### src/rtl/fifo.sv
// Synchronous FIFO with registered read data, per-port ack/err pulses and
// current/next occupancy outputs.
// Optional feature macro: FIFO_ERR_FLAGS_EN. When it is defined, wr_err and
// rd_err pulse for rejected requests. When it is undefined (the default),
// both ports are tied low.
// reset_n is an active-high synchronous reset despite its name; the name is
// kept because the surrounding codebase uses it.
module fifo #(
  parameter int unsigned DATA_WIDTH = 32,
  parameter int unsigned ADDR_WIDTH = 3
) (
  input  logic                  clk,
  input  logic                  reset_n,
  input  logic                  wr_en,
  input  logic                  rd_en,
  input  logic [DATA_WIDTH-1:0] d_in,
  output logic [DATA_WIDTH-1:0] d_out,
  output logic                  full,
  output logic                  empty,
  output logic                  wr_ack,
  output logic                  wr_err,
  output logic                  rd_ack,
  output logic                  rd_err,
  output logic [ADDR_WIDTH:0]   data_count,
  output logic [ADDR_WIDTH:0]   next_data_count
);

  localparam int unsigned DEPTH = 1 << ADDR_WIDTH;
  localparam int unsigned CNT_W = ADDR_WIDTH + 1;

  localparam logic [ADDR_WIDTH-1:0] PTR_ONE    = ADDR_WIDTH'(1);
  localparam logic [CNT_W-1:0]      CNT_ONE    = CNT_W'(1);
  localparam logic [CNT_W-1:0]      CNT_ZERO   = CNT_W'(0);
  localparam logic [CNT_W-1:0]      CNT_DEPTH  = CNT_W'(DEPTH);

  logic [DATA_WIDTH-1:0] mem_q [DEPTH];

  logic [ADDR_WIDTH-1:0] wr_ptr_q, wr_ptr_d;
  logic [ADDR_WIDTH-1:0] rd_ptr_q, rd_ptr_d;
  logic [CNT_W-1:0]      count_q, count_d;
  logic [DATA_WIDTH-1:0] d_out_q, d_out_d;
  logic                  wr_ack_q, rd_ack_q;

  logic wr_ok;
  logic rd_ok;

  // Status flags come straight from the registered occupancy.
  assign full  = (count_q == CNT_DEPTH);
  assign empty = (count_q == CNT_ZERO);

  // Each request is judged against the pre-edge state, independently of the other.
  assign wr_ok = wr_en && !full;
  assign rd_ok = rd_en && !empty;

  // Next-state for pointers, occupancy and read data.
  always_comb begin
    wr_ptr_d = wr_ptr_q;
    rd_ptr_d = rd_ptr_q;
    count_d  = count_q;
    d_out_d  = d_out_q;

    if (wr_ok) begin
      wr_ptr_d = wr_ptr_q + PTR_ONE;
    end

    if (rd_ok) begin
      rd_ptr_d = rd_ptr_q + PTR_ONE;
      d_out_d  = mem_q[rd_ptr_q];
    end

    if (wr_ok && !rd_ok) begin
      count_d = count_q + CNT_ONE;
    end else if (rd_ok && !wr_ok) begin
      count_d = count_q - CNT_ONE;
    end
  end

  // Storage array; left uninitialised by reset because only pointers and count matter.
  always_ff @(posedge clk) begin
    if (wr_ok && !reset_n) begin
      mem_q[wr_ptr_q] <= d_in;
    end
  end

  // Pointers, occupancy, read data and acknowledge pulses.
  always_ff @(posedge clk) begin
    if (reset_n) begin
      wr_ptr_q <= '0;
      rd_ptr_q <= '0;
      count_q  <= '0;
      d_out_q  <= '0;
      wr_ack_q <= 1'b0;
      rd_ack_q <= 1'b0;
    end else begin
      wr_ptr_q <= wr_ptr_d;
      rd_ptr_q <= rd_ptr_d;
      count_q  <= count_d;
      d_out_q  <= d_out_d;
      wr_ack_q <= wr_ok;
      rd_ack_q <= rd_ok;
    end
  end

`ifdef FIFO_ERR_FLAGS_EN
  logic wr_err_q, rd_err_q;

  // Error pulses for requests that arrived while full or empty.
  always_ff @(posedge clk) begin
    if (reset_n) begin
      wr_err_q <= 1'b0;
      rd_err_q <= 1'b0;
    end else begin
      wr_err_q <= wr_en && full;
      rd_err_q <= rd_en && empty;
    end
  end

  assign wr_err = wr_err_q;
  assign rd_err = rd_err_q;
`else
  assign wr_err = 1'b0;
  assign rd_err = 1'b0;
`endif

  assign d_out           = d_out_q;
  assign wr_ack          = wr_ack_q;
  assign rd_ack          = rd_ack_q;
  assign data_count      = count_q;
  assign next_data_count = count_d;

endmodule

### config.mk
export PLATFORM = sky130hd
export DESIGN_NAME = fifo
export DESIGN_NICKNAME = d
export VERILOG_FILES = /design/src/rtl/fifo.sv
export SDC_FILE = /design/constraint.sdc
export NUM_CORES = 1
export LEC_CHECK = 0
export CORE_UTILIZATION = 58
export DETAILED_ROUTE_END_ITERATION = 10
export GPL_TIMING_DRIVEN = 0
export PLACE_DENSITY = 0.79
export SYNTH_ARGS = -nofsm -noshare
export SYNTH_HDL_FRONTEND = slang
export SYNTH_SLANG_ARGS = --single-unit
### constraint.sdc
create_clock -name clk -period 6.15 [get_ports clk]
set_input_delay 1.5375 -clock clk [delete_from_list [all_inputs] [get_ports clk]]
set_output_delay 1.5375 -clock clk [all_outputs]
set_load 0.005 [all_outputs]
==> impl_metrics.yaml <==
status:
  status: "complete, no violations"
setup_path:
  critical_path.startpoint_type: "input port"
  cpMostUsedCell: "clkdlybuf4s50_1"
  crit_chain: "clkdlybuf4s50_1 -> clkbuf_1 -> a21boi_0 -> a221oi_2 -> nor2_1 -> clkdlybuf4s50_1"
  path_max_fanout: 10
  arrival_ns: 3.53
  critPathMaxStageDelay_ns: 0.53
  reg2reg_depth: 9
  slowest_stage: "clkdlybuf4s50_1"
  worst_ep_required_time_ns: 4.61
  worst-setup-path-type: "in -> out"
  end_kind: "output pin"
die:
  fp.dieArea_um2: 20200
  fp.dieH_um: 142
  fp.coreArea_um2: 19000
  initial_core_util_pct: 60.0
  ioPinCount: 82
  rows: 50
  die_x_um: 142
global_routing:
  grtUsageTotal_pct: 25.5
  grt_pass1_vias: 6856
  grt_overflow: 0
  grt_max_degree: 21
  antenna_found_initial: 1
  grt_pass1_wl_um: 38000
clock_tree:
  clk_pin_slew_ns: 0.06
  cts_tree: "built"
  cts_made_buffers: 29
  clock_path_buffers: 3
  cts_hold_buffers: 0
  ctsResizeCount: 0
  htreeDepth: 1
  clock_sinks: 300
  cts_setup_buffers: 0
  insertion_delay_ns: 0.55
  cts_root_buf: "clkbuf_16"
place:
  placed_area_um2: 12800
  hpwl_um: 15500
  dp_slack_ns: 1.10
  io_buffers: 79
  gp_congestion: 0.746
logic_synthesis:
  synthFlopType: "edfxtp_1"
  ys_seq_area_share_pct: 75.1
  yosys.area.top_type_share_pct: 67.4
  synth_cell_types: 37
  synth.avg_cell_area_um2: 15.9
  syn_area_um2: 11400
  ys_warn_count: 0
  ys_ff_latch: 300
  netlist_instances: 718
  yosys.area.top_type: "edfxtp_1"
  async_reset_ff_share_pct: 0
  synth-edff-count: 256
  synth_area_leaders: "edfxtp_1 67%, mux2i_1 11%, dfxtp_1 7.7%"
finish:
  fin_nets: 881
  drive_above_1_share_pct: 11.0
  fin_area_um2: 13800
  final_common_cell: "edfxtp_1"
  num-fill-cells: 1162
  layout_common_cells: "256 x edfxtp_1, 128 x mux2i_1, 79 x clkdlybuf4s50_1, 66 x o22ai_1, 66 x nor3_1"
  syn2layout_area_growth_pct: 20.8
routing:
  dr.pass1.iters: 5
  vias: 6663
  final_antenna_net_count: 0
  drt-initial-drc-count: 536
  post_drt_wl_per_cell_um: 22.3
  routed_wirelength_um: 25100
  via_per_inst: 5.92
  drc: 0
pwr:
  p_total_mw: 5.79
  vdd_drop_max_mv: 0.296
  power.density_nw_per_um2: 421
  p_leak_nw: 4.49
timing:
  rsz0062_at_grt: "no"
  timing.final.ws_setup_ns: 1.08
  maxSlewHeadroom_pct: 48.2
  hold_ws_ns: 0.491
  fin_crit_sh_pct: 82.5
  max_freq_mhz: 197
  finalMaxSlewViolations: 0
  setup_viol: 0
  worst_pin_slew_ns: 0.776
  skew_ns: 0.0145
  hold_viol: 0
  period_needed_ns: 5.07
min_path:
  hold_path_depth: 2
  holdCritPathClass: "reg -> reg"
job:
  drv_cap: 0
[through the flow]
stage               TNS (ns)  utilization (%)  std cells
floorplan                  0                -        719
global placement      -72.13             65.9       1058
detailed placement         0             67.2       1070
CTS                        0             72.4       1124
global route               0             72.4       1124
finish                     0             72.4       1125
[final cells by class]
type | count | area, µm² | share of cell area [%]
Sequential cell | 300 | 8570 | 62.2
Multi-Input combinational cell | 368 | 2670 | 19.4
Timing Repair Buffer | 91 | 986 | 7.16
Clock buffer | 43 | 868 | 6.30
Tap cell | 260 | 325 | 2.36
Buffer | 46 | 210 | 1.53
Clock inverter | 11 | 131 | 0.954
Inverter | 5 | 18.8 | 0.136
Antenna cell | 1 | 2.50 | 0.0182
[power by group]
part	leakage [nW]	switching (mW)	internal [mW]
clock	0.498	0.724	1.10
combinational	1.32	0.799	0.701
sequential	2.67	0.0898	2.38
[cell families after synthesis]
group                      after synthesis  share of synthesized area, %
other                                    1                        0.0329
adders and majority gates                4                         0.439
xor gates and xnor gates                 6                         0.461
buffers and inverters                   51                          2.01
and+or+nand+nor                        147                          6.09
muxes                                  130                          11.4
DFF                                    300                          75.1
AOI/OAI and AO/OA                       79                          4.42
[path summary, 6_finish.rpt]
check	startpoint	endpoint	slack, ns
setup / recovery	rd_en	next_data_count[1]	1.08
hold / removal	d_out[13]	d_out[13]	0.49
hold reg to reg	d_out[13]	d_out[13]	0.49
setup reg to reg	data_count[0]	mem_q[1][17]	2.98
[per-layer routing]
metal	global-route usage (%)	up-vias	routed length (µm)
li1	-	3017	-
met1	32.4	3306	10200
met2	44.0	285	12600
met3	4.51	55	1740
met4	9.90	0	609
met5	0	-	0
[flip-flops by register name, summed over array words and instances (netlist names)]
register,count
wr_ptr_q,3
mem_q,256
rd_ptr_q,3
d_out,32
wr_ack,1
rd_ack,1
data_count,4
[cell usage after synthesis (2+ instances only)]
master / count
buf_2: 18
clkbuf_1: 23
nor3_1: 68
a211oi_1: 2
mux2_2: 2
a21oi_1: 5
nand3_1: 3
inv_1: 5
xor2_1: 3
o22ai_1: 66
nand3b_1: 3
dfxtp_1: 44
o21ai_0: 2
mux2i_1: 128
nand2b_1: 4
nor2_1: 48
nand2_1: 12
xnor2_1: 3
edfxtp_1: 256
ha_1: 4
buf_4: 2
buf_1: 2
[worst max-delay path: cells and delay by family]
kind / cells / cell delay [ns]
AOI/OAI and AO/OA: 2 / 0.52
buffers and inverters: 3 / 1.38
and+or+nand+nor: 1 / 0.10
(Power assumes the default switching activity.)
